### src/rtl/stream_demux_pkg.sv
// Shared definitions for the packet-mode stream demultiplexer.
// Holds the FSM state encoding and the default stream geometry.
// Imported by the demux top and its register-slice sub-module.
package stream_demux_pkg;

  localparam int DW_DEF        = 33;
  localparam int TLAST_BIT_DEF = 32;
  localparam int ROUTE_BIT_DEF = 31;
  localparam int CW_DEF        = 16;

  typedef enum logic [1:0] {
    IDLE = 2'd0,
    FWD0 = 2'd1,
    FWD1 = 2'd2,
    DROP = 2'd3
  } state_t;

endpackage

### src/rtl/stream_demux_axis_reg_slice.sv
// One-entry stream register slice with full-throughput ready.
// Latency: 1 cycle from accepted input word to m_valid.
// Backpressure: s_ready = slot empty or downstream ready; holds data stable until m_ready.
module axis_reg_slice
  import stream_demux_pkg::*;
#(
  parameter int DW = DW_DEF
) (
  input  logic          aclk,
  input  logic          aresetn,
  input  logic          s_valid,
  output logic          s_ready,
  input  logic [DW-1:0] s_data,
  output logic          m_valid,
  input  logic          m_ready,
  output logic [DW-1:0] m_data
);

  logic          full;
  logic [DW-1:0] data;

  assign s_ready = !full || m_ready;
  assign m_valid = full;
  assign m_data  = data;

  // Load on accepted input; otherwise empty once downstream takes the word.
  always_ff @(posedge aclk or negedge aresetn) begin
    if (!aresetn) begin
      full <= 1'b0;
      data <= '0;
    end else if (s_valid && s_ready) begin
      full <= 1'b1;
      data <= s_data;
    end else if (m_ready) begin
      full <= 1'b0;
    end
  end

endmodule

### src/rtl/stream_demux.sv
// Packet-mode 1-to-2 stream demux: header ROUTE_BIT steers whole packets to m00/m01 or drops them.
// Latency: 1 cycle input-to-output through a per-port register slice.
// Backpressure: input ready follows the selected port's slice only; drop path always ready.
module stream_demux
  import stream_demux_pkg::*;
#(
  parameter int DW        = DW_DEF,
  parameter int TLAST_BIT = TLAST_BIT_DEF,
  parameter int ROUTE_BIT = ROUTE_BIT_DEF,
  parameter int CW        = CW_DEF
) (
  input  logic          aclk,
  input  logic          aresetn,
  input  logic          s00_tvalid,
  output logic          s00_tready,
  input  logic [DW-1:0] s00_tdata,
  output logic          m00_tvalid,
  input  logic          m00_tready,
  output logic [DW-1:0] m00_tdata,
  output logic          m01_tvalid,
  input  logic          m01_tready,
  output logic [DW-1:0] m01_tdata,
  input  logic          m00_enable,
  input  logic          m01_enable,
  output logic [CW-1:0] m00_pkt_count,
  output logic [CW-1:0] m01_pkt_count,
  output logic [CW-1:0] drop_count
);

  state_t state;
  logic   run;       // low during and for one cycle after reset; keeps input ready low in reset
  logic   s_last;
  logic   s_route;
  logic   hdr_en;
  logic   to0;
  logic   to1;
  logic   sel1;
  logic   rdy0;
  logic   rdy1;
  logic   acc;

  // Decode the current word and steer ready from the port this word belongs to.
  always_comb begin
    s_last  = s00_tdata[TLAST_BIT];
    s_route = s00_tdata[ROUTE_BIT];
    hdr_en  = s_route ? m01_enable : m00_enable;
    to0     = (state == FWD0) || ((state == IDLE) && !s_route && m00_enable);
    to1     = (state == FWD1) || ((state == IDLE) &&  s_route && m01_enable);
    sel1    = (state == FWD1) || ((state == IDLE) &&  s_route);
    if (!run) begin
      s00_tready = 1'b0;
    end else if (state == DROP) begin
      s00_tready = 1'b1;
    end else begin
      s00_tready = sel1 ? rdy1 : rdy0;
    end
    acc = s00_tvalid && s00_tready;
  end

  axis_reg_slice #(.DW(DW)) u_slice0 (
    .aclk    (aclk),
    .aresetn (aresetn),
    .s_valid (acc && to0),
    .s_ready (rdy0),
    .s_data  (s00_tdata),
    .m_valid (m00_tvalid),
    .m_ready (m00_tready),
    .m_data  (m00_tdata)
  );

  axis_reg_slice #(.DW(DW)) u_slice1 (
    .aclk    (aclk),
    .aresetn (aresetn),
    .s_valid (acc && to1),
    .s_ready (rdy1),
    .s_data  (s00_tdata),
    .m_valid (m01_tvalid),
    .m_ready (m01_tready),
    .m_data  (m01_tdata)
  );

  // Packet FSM: route/enable are sampled on the header only; TLAST closes the packet.
  always_ff @(posedge aclk or negedge aresetn) begin
    if (!aresetn) begin
      state      <= IDLE;
      run        <= 1'b0;
      drop_count <= '0;
    end else begin
      run <= 1'b1;
      if (acc) begin
        case (state)
          IDLE: begin
            if (!s_last) begin
              state <= hdr_en ? (s_route ? FWD1 : FWD0) : DROP;
            end else if (!hdr_en && (drop_count != '1)) begin
              drop_count <= drop_count + CW'(1);
            end
          end
          FWD0, FWD1: begin
            if (s_last) state <= IDLE;
          end
          DROP: begin
            if (s_last) begin
              state <= IDLE;
              if (drop_count != '1) drop_count <= drop_count + CW'(1);
            end
          end
        endcase
      end
    end
  end

  // Saturating count of packets whose last word left on m00.
  always_ff @(posedge aclk or negedge aresetn) begin
    if (!aresetn) begin
      m00_pkt_count <= '0;
    end else if (m00_tvalid && m00_tready && m00_tdata[TLAST_BIT] && (m00_pkt_count != '1)) begin
      m00_pkt_count <= m00_pkt_count + CW'(1);
    end
  end

  // Saturating count of packets whose last word left on m01.
  always_ff @(posedge aclk or negedge aresetn) begin
    if (!aresetn) begin
      m01_pkt_count <= '0;
    end else if (m01_tvalid && m01_tready && m01_tdata[TLAST_BIT] && (m01_pkt_count != '1)) begin
      m01_pkt_count <= m01_pkt_count + CW'(1);
    end
  end

endmodule

### config.mk
export PLATFORM = sky130hd
export DESIGN_NAME = stream_demux
export DESIGN_NICKNAME = d
export VERILOG_FILES = /design/src/rtl/stream_demux_pkg.sv /design/src/rtl/stream_demux_axis_reg_slice.sv /design/src/rtl/stream_demux.sv
export SDC_FILE = /design/constraint.sdc
export NUM_CORES = 1
export LEC_CHECK = 0
export CAP_MARGIN = 20
export CORE_ASPECT_RATIO = 0.8
export CORE_MARGIN = 2
export CORE_UTILIZATION = 43
export DETAILED_ROUTE_END_ITERATION = 12
export PLACE_DENSITY = 0.77
export SLEW_MARGIN = 40
export SYNTH_ARGS = -nofsm -noshare
export SYNTH_HDL_FRONTEND = slang
export SYNTH_SLANG_ARGS = --single-unit
### constraint.sdc
create_clock -name aclk -period 1.8 [get_ports aclk]
set_input_delay 0.36 -clock aclk [delete_from_list [all_inputs] [get_ports aclk]]
set_output_delay 0.36 -clock aclk [all_outputs]
set_load 0.03 [all_outputs]
* Yosys cells after proc, flatten, opt, wreduce, memory -nomap -nowiden
Cells that the tools add are included.
** Storage, ports and cells
- Flip-flop bits (word level) :: 119
- Input port bits :: 40
- Logic and storage cells :: 74
** Operators by class
- Add/sub/neg operators :: 3
- Equality and inequality tests :: 12
- Multiplexer cells :: 18
- Reduce and logical (&&, ||, !) cells :: 32
** Operators with widths (number)
- $mux W16 :: 4
- $add A16 B1 Y16 const B :: 3
- $ne A16 B16 Y1 const B :: 3
- $pmux W16 S2 :: 1
- $logic_and A1 B1 Y1 :: 16
- $mux W1 :: 8
- $mux W2 :: 4
- $ne A2 B1 Y1 const B :: 3
- $ne A2 B2 Y1 const B :: 3
- $reduce_and A6 Y1 :: 1
- $reduce_bool A2 Y1 :: 3
- $logic_or A1 B1 Y1 :: 5
- $eq A2 B2 Y1 const B :: 2
- $logic_not A1 Y1 :: 4
- $pmux W2 S2 :: 1
- $reduce_and A3 Y1 :: 1
- $reduce_or A3 Y1 :: 1
- $eq A2 B1 Y1 const B :: 1
- $logic_not A2 Y1 :: 1

* Longest topological paths before layout
Gate-level depths: netlist of the first run.
- Depth after elaboration :: 10
- Depth in mapped cells :: 8

* Cells and area by module
A second synthesis of the first run with hierarchy kept.
** Unflattened totals
- Cells, all modules :: 390
- Area, all modules :: 5401.4 sq um
** Modules (own cells, without submodules)
- axis_reg_slice :: instances 2, cells each 73, area an instance 1427.6 sq um, seq. area each 850.8 sq um
- stream_demux :: instances 1, cells each 244, area an instance 2546.2 sq um, seq. area each 1276.2 sq um

* Worst setup path before layout of the first run
OpenSTA, ideal clock, no wires.
- Path kind :: register -> register
- Start point :: register drop_count[0]
- End point :: register drop_count[11]
- Setup time :: 138 ps
- Arrival :: 1873 ps
- Slack :: -211 ps
- Stages on the path, launching flop included :: 9
- Path buffers :: 2
- Clock period less this slack :: 2011 ps
- Path through :: dfrtp_1 -> ha_1 -> nand3_1 -> nor4_2 -> and3_1 -> buf_2 -> buf_4 -> nor3_1 -> xor2_1
** Between the ends
- Word-level cells in the longest chain between the ends :: 4
** Ends and longest elaborated chain
- start: declaration :: RTL line stream_demux.sv:27 : output logic [CW-1:0] drop_count
- start signal: assignment :: RTL line stream_demux.sv:96 : drop_count <= drop_count + CW'(1);
- start signal: assignment :: RTL line stream_demux.sv:105 : if (drop_count != '1) drop_count <= drop_count + CW'(1);
- $add A16 B1 Y16 or $ne A16 B16 Y1 (tied branches) :: RTL line stream_demux.sv:96, stream_demux.sv:105, stream_demux.sv:95
- $mux W16, or another cell as far along :: RTL line stream_demux.sv:105
- $mux W16, or another cell as far along :: RTL line stream_demux.sv:103 : if (s_last) begin
- $pmux W16 S2 or $reduce_and A6 Y1 (tied branches)
Parallel ways exist; a longest one is shown, timed or not. The select of a mux whose other input is x is not followed.
A chain may end at the register's enable or synchronous reset.

* Worst setup path after layout of the first run
- Start point :: register state[1]
- End point :: output s00_tready
** Between the ends
- Word-level cells in the longest chain between the ends :: 6
** Ends and longest elaborated chain
- start: declaration :: RTL line stream_demux.sv:30 : state_t state;
- start signal: assignment :: RTL line stream_demux.sv:94 : state <= hdr_en ? (s_route ? FWD1 : FWD0) : DROP;
- $logic_not A2 Y1 :: RTL line stream_demux.sv:49 : sel1 = (state == FWD1) || ((state == IDLE) && s_route);
- $logic_and A1 B1 Y1 :: RTL line stream_demux.sv:49
- $logic_or A1 B1 Y1 :: RTL line stream_demux.sv:49
- $mux W1 :: RTL line stream_demux.sv:55 : s00_tready = sel1 ? rdy1 : rdy0;
- $mux W1 * :: RTL line stream_demux.sv:52 : end else if (state == DROP) begin
- $mux W1 * :: RTL line stream_demux.sv:50 : if (!run) begin
- end: declaration :: RTL line stream_demux.sv:15 : output logic s00_tready,
Mark *: on every way between the ends. The rest lies on a longest branch, timed or not.

==> results of run 1 <==
[registers in the layout, summed over array words and instances, names as in the netlist]
register          cells
drop_count           16
m00_pkt_count        16
m01_pkt_count        16
run                   1
state                 2
u_slice0.m_data      33
u_slice0.m_valid      1
u_slice1.m_data      33
u_slice1.m_valid      1
[worst max-delay path by stage]
stage / from / to / slack, ns
detailed placement: m00_tready / s00_tready / -0.61
CTS: state[1]$_DFFE_PN0P_ / u_slice0.m_data[29]$_DFFE_PN0P_ / -0.13
global placement: s00_tdata[31] / s00_tready / -0.61
global route: state[1]$_DFFE_PN0P_ / drop_count[2]$_DFFE_PN0P_ / -0.19
floorplan: state[1]$_DFFE_PN0P_ / u_slice0.m_data[16]$_DFFE_PN0P_ / -0.02
finish: state[1]$_DFFE_PN0P_ / s00_tready / -0.11
[worst reg2reg max path, cell delays in order (launching register included)]
cell and delay [ns]:
dfrtp_2 0.45, a21o_4 0.21, o31ai_4 0.27, nand4_4 0.27, buf_6 0.22, nor3b_2 0.20, xor2_1 0.19
[synth_stat cells, types with 2 or more instances]
| library cell | number |
|---|---|
| dfrtp_1 | 119 |
| mux2_2 | 35 |
| mux2_4 | 29 |
| xnor2_1 | 22 |
| nand2_1 | 21 |
| xor2_1 | 17 |
| nand4_1 | 16 |
| nand3_1 | 13 |
| nor2_1 | 11 |
| nor3_1 | 10 |
| and2_1 | 7 |
| and3_1 | 7 |
| mux2_1 | 5 |
| buf_6 | 4 |
| inv_1 | 4 |
| o21a_1 | 4 |
| and4_1 | 3 |
| buf_12 | 3 |
| ha_1 | 3 |
| nor4_1 | 3 |
| a21oi_1 | 2 |
| buf_2 | 2 |
| nand2b_1 | 2 |
| nor4_2 | 2 |
| nor4b_1 | 2 |
| o31ai_1 | 2 |
| or4_1 | 2 |
[power groups by stage]
stage / clock network, mW / logic [mW] / registers [mW]
after floorplan: 0 / 1.38 / 5.85
after global placement: 0 / 5.41 / 4.14
after detailed placement: 0 / 5.50 / 4.18
after CTS: 3.31 / 5.37 / 4.17
after global routing: 3.44 / 5.65 / 4.31
final: 3.26 / 5.38 / 4.20
[through the flow]
stage / hold WS [ns] / TNS, ns / worst slack, ns / total power [mW]
after floorplan: 0.0644 / -0.388 / -0.0246 / 7.22
after global placement: 0.382 / -43.93 / -0.608 / 9.55
after detailed placement: 0.391 / -46.09 / -0.605 / 9.68
after CTS: 0.415 / -5.15 / -0.128 / 12.9
after global routing: 0.460 / -9.96 / -0.190 / 13.4
final: 0.437 / -5.06 / -0.108 / 12.8
[per-layer routing]
| metal | track usage [%] | share of wire, % | up-vias |
|---|---|---|---|
| li1 | - | - | 1815 |
| met1 | 28.2 | 42 | 2014 |
| met2 | 38.4 | 50 | 125 |
| met3 | 6.85 | 5.8 | 21 |
| met4 | 7.95 | 1.6 | 0 |
| met5 | 0 | 0 | - |
[area by class of cell]
type                    count  area [um^2]  share of cell area, %
multi-input cells         240         2490                   29.5
clock buffers              18          439                   5.20
flip-flops and latches    119         2990                   35.5
inverters                   5         18.8                  0.222
clock inverters            13          133                   1.57
repair buffers            224         2180                   25.8
diodes                      1         2.50                 0.0296
well taps                 148          185                   2.19
[cells by family (layout without fill, tap and decap cells)]
logic type | Yosys count | in the layout | synth area share (%)
and+or+nand+nor | 108 | 109 | 12.7
other | 1 | 2 | 0.0718
DFF | 119 | 119 | 57.0
adders and majority gates | 3 | 3 | 0.719
AOI/OAI and AO/OA | 19 | 19 | 3.26
muxes | 69 | 69 | 17.0
xor gates and xnor gates | 39 | 39 | 6.54
buffers and inverters | 16 | 260 | 2.78
[repair_timing]
item | in CTS | in global routing
endpoints found under the setup margin | 184 | 102
buffers inserted | 13 | 6
resized for setup | 179 | 43
endpoints found under the hold margin | 62 | 0
hold buffers | 1 | 0
pin swaps | 23 | 16
gates cloned | 6 | 1
==> flow_summary.json, run 1 <==
{
  "worstSetupStartpointType": "flip-flop",
  "holdPathStages": 3,
  "finClkSkew_ns": 0.00902,
  "crit_fanout": 5,
  "hold_viol_final": 0,
  "r2r_slack_ns": -0.10,
  "reg2reg_to": "drop_count[2]$_DFFE_PN0P_",
  "synth-seq-area-share_pct": 57.0,
  "io_pins": 157,
  "final_cell_area_mm2": 0.00844,
  "placementRows": 35,
  "die_area_mm2": 0.0130,
  "wl_per_cell_um": 18.7,
  "violations": "negative setup slack",
  "p_seq_share_pct": 32.7,
  "die_width_um": 127,
  "layout.cells.non_filler": 768,
  "hold_class": "in2reg",
  "r2r_cells": 6,
  "area_delta_synth_final_pct": 61.6,
  "drv_cap": 0,
  "clkTransAtPathRegs_ns": 0.05,
  "die_h_um": 103,
  "hold_end": "u_slice0.m_valid$_DFFE_PN0P_",
  "overflow": 0,
  "swShare_pct": 37.2,
  "yosys_warnings": 0,
  "status": "finished, violations left",
  "r2r-start": "state[1]$_DFFE_PN0P_",
  "h-tree-depth": 4,
  "slowest_delay_ns": 0.42,
  "synthCells": 374,
  "cp.arrival_ns": 1.55,
  "synth_nets": 417,
  "switching_power_mw": 4.77,
  "synth_area_mm2": 0.00522,
  "fmax_mhz": 524,
  "finalCriticalPeriod_ns": 1.91,
  "cts-root-buf": "clkbuf_16",
  "finalCritPeriodShare_pct": 106,
  "slowest_stage": "dfrtp_2",
  "routed_wl_um": 14400,
  "internal_power_mw": 8.07,
  "cp.buffers_inverters": 1,
  "ys_seq_elements": 119,
  "cp.depth": 4,
  "synth_top_area_share_pct": 57.0,
  "drive_gt1_share_pct": 36.0,
  "hpwl_um": 9060,
  "cts_sinks": 119,
  "path_cells": "nor2_1, o31a_2, and2_2, buf_6",
  "layout.nets": 650,
  "endpoint_kind": "primary output",
  "place_area_mm2": 0.00735,
  "rsz0062_at_grt": "yes",
  "p_per_area_mw_per_mm2": 1520,
  "dpl.cell_count": 716,
  "clock_latency_ns": 0.41,
  "syn_area_per_cell_um2": 14.0,
  "via_per_inst": 5.18,
  "fin_ws_ns": -0.108,
  "cts_buffers": 17,
  "grt_max_degree": 68,
  "combPwrFrac_pct": 41.9,
  "ys_top_cells_by_area": "dfrtp_1 (57%), mux2_4 (8.3%), mux2_2 (7.5%)",
  "crit_required_ns": 1.44,
  "grt_pass1_wl_um": 22800,
  "portBuffers": 156,
  "crit_family": "flip-flops",
  "synth_edf_count": 0,
  "grt_pass1_vias": 4293,
  "grt_usage_pct": 22.7,
  "initial_core_util_pct": 44.7,
  "hp-start": "m00_tready",
  "synth_flop_cell": "dfrtp_1",
  "nFillCells": 794,
  "clk_path_buf_depth": 2,
  "postLayoutCoreUtil_pct": 72.2,
  "dr.pass1.iters": 4,
  "antenna_found_initial": 1,
  "vias": 3975,
  "p_leak_nw": 4.17,
  "clockPowerShare_pct": 25.4,
  "drt_iter0_markers": 141,
  "core-area_mm2": 0.0117,
  "routabilityCongestion": 0.812,
  "synth.distinct_cells": 51,
  "drc_errors": 0,
  "slew_viol_final": 0,
  "cts_tree": "yes",
  "yosys.area.top_type": "dfrtp_1",
  "final_cell_mix": "dlygate4sd2_1 (108), dfrtp_1 (107), mux2_4 (63)",
  "ir_drop_uv": 1290,
  "antenna_left": 0,
  "mostFrequentLayoutCell": "dlygate4sd2_1",
  "ys_async_sr_fraction_pct": 100,
  "path_class": "reg2out",
  "finalSetupViolations": 75
}
Power figures use the tool's default switching activity.
==> run 2, diff against run 1 <==
--- a/config.mk
+++ b/config.mk
@@ -7,10 +7,10 @@
 export LEC_CHECK = 0
 export CAP_MARGIN = 20
 export CORE_ASPECT_RATIO = 0.8
-export CORE_MARGIN = 2
 export CORE_UTILIZATION = 43
 export DETAILED_ROUTE_END_ITERATION = 12
 export PLACE_DENSITY = 0.77
+export SETUP_SLACK_MARGIN = 0.4
 export SLEW_MARGIN = 40
 export SYNTH_ARGS = -nofsm -noshare
 export SYNTH_HDL_FRONTEND = slang
==> flow_summary.json, run 2 (synthesis results as in run 1) <==
{
  "fin_ws_ns": -0.164,
  "cp.arrival_ns": 2.29,
  "core-area_mm2": 0.0117,
  "r2r-start": "state[1]$_DFFE_PN0P_",
  "p_per_area_mw_per_mm2": 1480,
  "overflow": 0,
  "postLayoutCoreUtil_pct": 75.6,
  "grt_pass1_vias": 4322,
  "dr.pass1.iters": 8,
  "die_width_um": 125,
  "holdPathStages": 3,
  "grt_max_degree": 38,
  "violations": "design-rule violations, negative setup slack",
  "r2r_slack_ns": -0.16,
  "antenna_found_initial": 1,
  "total_power_mw": 13.1,
  "finalCriticalPeriod_ns": 1.96,
  "vias": 4146,
  "hpwl_um": 9120,
  "via_per_inst": 5.11,
  "wl_per_cell_um": 18.9,
  "die_area_mm2": 0.0126,
  "cts-root-buf": "clkbuf_16",
  "drive_gt1_share_pct": 66.4,
  "final_cell_area_mm2": 0.00884,
  "io_pins": 157,
  "routabilityCongestion": 0.813,
  "status": "finished, violations left",
  "hold_end": "u_slice1.m_valid$_DFFE_PN0P_",
  "die_h_um": 101,
  "area_delta_synth_final_pct": 69.2,
  "holdWs_ns": 0.401,
  "grt_usage_pct": 24.1,
  "grt_pass1_wl_um": 23000,
  "hold_viol_final": 0,
  "crit_fanout": 7,
  "cts_buffers": 17,
  "worstSetupStartpointType": "flip-flop",
  "path_class": "reg2reg",
  "place_area_mm2": 0.00743,
  "slew_viol_final": 0,
  "initial_core_util_pct": 44.7,
  "finClkSkew_ns": 0.00953,
  "portBuffers": 156,
  "ir_drop_uv": 1150,
  "drc_errors": 14,
  "crit_required_ns": 2.12,
  "hp-start": "m01_tready",
  "finalCritPeriodShare_pct": 109,
  "endpoint_kind": "flip-flop",
  "drv_cap": 0,
  "layout.nets": 693,
  "fmax_mhz": 509,
  "reg2reg_to": "drop_count[2]$_DFFE_PN0P_",
  "setup-tns-final_ns": -7.25,
  "hold_class": "in2reg",
  "routed_wl_um": 15300,
  "rsz0062_at_grt": "yes",
  "h-tree-depth": 4,
  "final_cell_mix": "buf_4 (81), buf_2 (77), dfrtp_1 (76)",
  "cts_sinks": 119,
  "clk_path_buf_depth": 2,
  "clkTransAtPathRegs_ns": 0.05,
  "drt_iter0_markers": 168,
  "r2r_cells": 8,
  "placementRows": 35,
  "mostFrequentLayoutCell": "buf_4",
  "cts_tree": "yes",
  "p_leak_nw": 4.15,
  "clock_latency_ns": 0.41,
  "antenna_left": 0,
  "finalSetupViolations": 81
}
==> run 2: how the worst max path moves through the flow <==
stage / slack, ns / depth (start not counted) / startpoint / endpoint
4_1_cts: -0.12 / 9 / state[1]$_DFFE_PN0P_ / u_slice0.m_data[2]$_DFFE_PN0P_
3_5_place_dp: -0.68 / 5 / m00_tready / s00_tready
6_report: -0.16 / 8 / state[1]$_DFFE_PN0P_ / drop_count[2]$_DFFE_PN0P_
3_3_place_gp: -0.65 / 5 / m00_tready / s00_tready
5_1_grt: -0.21 / 8 / state[1]$_DFFE_PN0P_ / drop_count[2]$_DFFE_PN0P_
2_1_floorplan: -0.01 / 7 / state[1]$_DFFE_PN0P_ / u_slice0.m_data[23]$_DFFE_PN0P_
==> run 2: what timing repair did <==
action,in CTS,in global routing
endpoints found under the setup margin,229,151
buffers inserted,41,24
hold buffers,1,0
pin swaps,45,36
hold endpoints to repair,34,0
gates cloned,3,2
gates resized for setup,709,79
==> run 2: layout make-up <==
cell class                 count  area, um^2
multi-input combinational    239        2680
antenna                        1        2.50
tap                          148         185
sequential                   119        3030
clock inverter                 9         125
timing repair buffer         268        2330
inverter                       5        18.8
clock buffer                  23         468
fill                         732        2860
==> run 2: report_power, final <==
group / switching (mW) / internal, mW / leakage, nW
registers: 0.628 / 3.58 / 1.43
logic: 3.01 / 2.46 / 2.44
clock network: 1.19 / 2.24 / 0.287
total: 4.83 / 8.28 / 4.15
==> run 2: routing by layer <==
layer	wire [um]	vias to the layer above	share of wire [%]	GRT usage (%)
met5	0	-	0	0
met4	304	0	2.0	10.0
met3	1080	23	7.1	7.86
met2	7650	150	50	40.2
met1	6290	2065	41	29.1
li1	-	1908	-	-
==> run 2: critical path, cell delays in order (launching register included) <==
cell	delay [ns]
dfrtp_2	0.44
buf_4	0.16
a21o_4	0.19
o31ai_4	0.25
nand4_4	0.15
buf_8	0.19
buf_4	0.15
nor3b_4	0.19
xor2_1	0.17
==> run 2: stage by stage <==
stage	setup slack [ns]	cells
CTS	-0.118	785
finish	-0.164	812
global placement	-0.652	708
floorplan	-0.0100	374
global route	-0.211	812
detailed placement	-0.682	708
==> run 3, diff against run 2 <==
--- a/config.mk
+++ b/config.mk
@@ -9,6 +9,7 @@
 export CORE_ASPECT_RATIO = 0.8
 export CORE_UTILIZATION = 43
 export DETAILED_ROUTE_END_ITERATION = 12
+export GPL_TIMING_DRIVEN = 0
 export PLACE_DENSITY = 0.77
 export SETUP_SLACK_MARGIN = 0.4
 export SLEW_MARGIN = 40
==> flow_summary.json, run 3 (synthesis results as in run 1) <==
{
  "status": "finished, violations left",
  "violations": "negative setup slack",
  "finalCriticalPeriod_ns": 1.94,
  "max_slew_margin_pct": 63.2,
  "finalSetupViolations": 82,
  "endpoint_kind": "flip-flop",
  "swShare_pct": 38.1,
  "place_area_mm2": 0.00724,
  "core-area_mm2": 0.0117,
  "drc_errors": 0,
  "r2r_cells": 8,
  "holdPathStages": 4,
  "fmax_mhz": 515,
  "finClkSkew_ns": 0.0131,
  "final_cell_mix": "buf_4 (82), dfrtp_1 (79), buf_2 (70)",
  "hpwl_um": 8620,
  "drv_cap": 0,
  "dr.pass1.iters": 6,
  "p_per_area_mw_per_mm2": 1470,
  "crit_fanout": 6,
  "drive_gt1_share_pct": 67.2,
  "hold_viol_final": 0,
  "postLayoutCoreUtil_pct": 76.5,
  "internal_power_mw": 8.12,
  "die_area_mm2": 0.0126,
  "vias": 4310,
  "io_pins": 157,
  "routabilityCongestion": 0.853,
  "cp.arrival_ns": 2.27,
  "clkTransAtPathRegs_ns": 0.06,
  "cts_tree": "yes",
  "worst_pin_slew_ns": 0.552,
  "hold_class": "in2reg",
  "grt_pass1_wl_um": 23600,
  "finalCritPeriodShare_pct": 108,
  "mostFrequentLayoutCell": "buf_4",
  "layout.nets": 701,
  "routed_wl_um": 16200,
  "die_h_um": 101,
  "reg2reg_to": "drop_count[7]$_DFFE_PN0P_",
  "die_width_um": 125,
  "drt_iter0_markers": 265,
  "cts-root-buf": "clkbuf_16",
  "ir_drop_uv": 1220,
  "hp-start": "m01_tready",
  "grt_pass1_vias": 4444,
  "cts_sinks": 119,
  "fin_ws_ns": -0.143,
  "path_class": "reg2reg",
  "final_cell_area_mm2": 0.00894,
  "antenna_found_initial": 0,
  "worstSetupStartpointType": "flip-flop",
  "clk_path_buf_depth": 2,
  "h-tree-depth": 4,
  "area_delta_synth_final_pct": 71.2,
  "overflow": 0,
  "clock_latency_ns": 0.42,
  "antenna_left": 0,
  "grt_max_degree": 74,
  "holdWs_ns": 0.473,
  "wl_per_cell_um": 19.8,
  "setup-tns-final_ns": -7.29,
  "hold_end": "u_slice1.m_valid$_DFFE_PN0P_",
  "r2r_slack_ns": -0.14,
  "via_per_inst": 5.26,
  "rsz0062_at_grt": "yes",
  "p_seq_share_pct": 32.1,
  "r2r-start": "state[1]$_DFFE_PN0P_",
  "crit_required_ns": 2.13,
  "switching_power_mw": 4.99,
  "p_leak_nw": 4.22,
  "cts_buffers": 17,
  "combPwrFrac_pct": 41.8,
  "placementRows": 35,
  "grt_usage_pct": 24.3,
  "clockPowerShare_pct": 26.2,
  "total_power_mw": 13.1,
  "portBuffers": 156,
  "initial_core_util_pct": 44.7,
  "diodes": 0,
  "slew_viol_final": 0
}
==> run 3: worst max path at each step <==
stage               cells after the start  slack [ns]                              end                  from
detailed placement                      5       -0.83                       s00_tready         s00_tdata[31]
global placement                        1       -4.67             state[0]$_DFFE_PN0P_               aresetn
CTS                                     4        -0.1                       s00_tready  state[1]$_DFFE_PN0P_
floorplan                               7       -0.01  u_slice0.m_data[23]$_DFFE_PN0P_  state[1]$_DFFE_PN0P_
finish                                  8       -0.14        drop_count[7]$_DFFE_PN0P_  state[1]$_DFFE_PN0P_
global route                            7       -0.19        drop_count[9]$_DFFE_PN0P_  state[1]$_DFFE_PN0P_
==> run 3: final cells by class <==
type,count,area [um^2]
flip-flops and latches,119,3030
fillers,704,2750
multi-input cells,240,2670
repair buffers,264,2260
clock buffers,19,453
well taps,148,185
plain buffers,11,184
clock inverters,13,146
inverters,5,18.8
==> run 3: power by group through the flow <==
stage	clock (mW)	combinational (mW)	sequential [mW]
floorplan	0	1.34	5.88
global placement	0	5.21	4.19
detailed placement	0	5.29	4.24
CTS	3.47	5.02	4.20
global route	3.61	5.73	4.30
finish	3.43	5.48	4.20
==> run 3: per-layer routing <==
layer | share of wire [%] | global-route usage [%]
met4 | 1.7 | 8.72
met5 | 0 | 0
met1 | 42 | 29.7
met3 | 6.5 | 7.70
met2 | 50 | 40.8
==> run 3: through the flow <==
step | cells | setup WS (ns)
floorplan | 374 | -0.0100
global placement | 678 | -4.67
detailed placement | 679 | -0.830
CTS | 772 | -0.0996
global route | 819 | -0.188
finish | 819 | -0.143
==> run 3: timing repair <==
| action | CTS | global route |
|---|---|---|
| endpoints found under the hold margin | 72 | 0 |
| hold buffers | 1 | 0 |
| setup endpoints to repair | 228 | 158 |
| pin swaps | 36 | 47 |
| gates cloned | 2 | 5 |
| setup buffers | 58 | 42 |
| gates resized for setup | 707 | 85 |
==> run 3: worst max-delay path, cell delays in order, from the launching register on <==
cell and delay, ns:
dfrtp_1 0.38, buf_6 0.14, a21o_4 0.19, o31ai_4 0.28, nand4_4 0.24, buf_6 0.18
buf_6 0.10, nor4_4 0.15, xor2_1 0.18
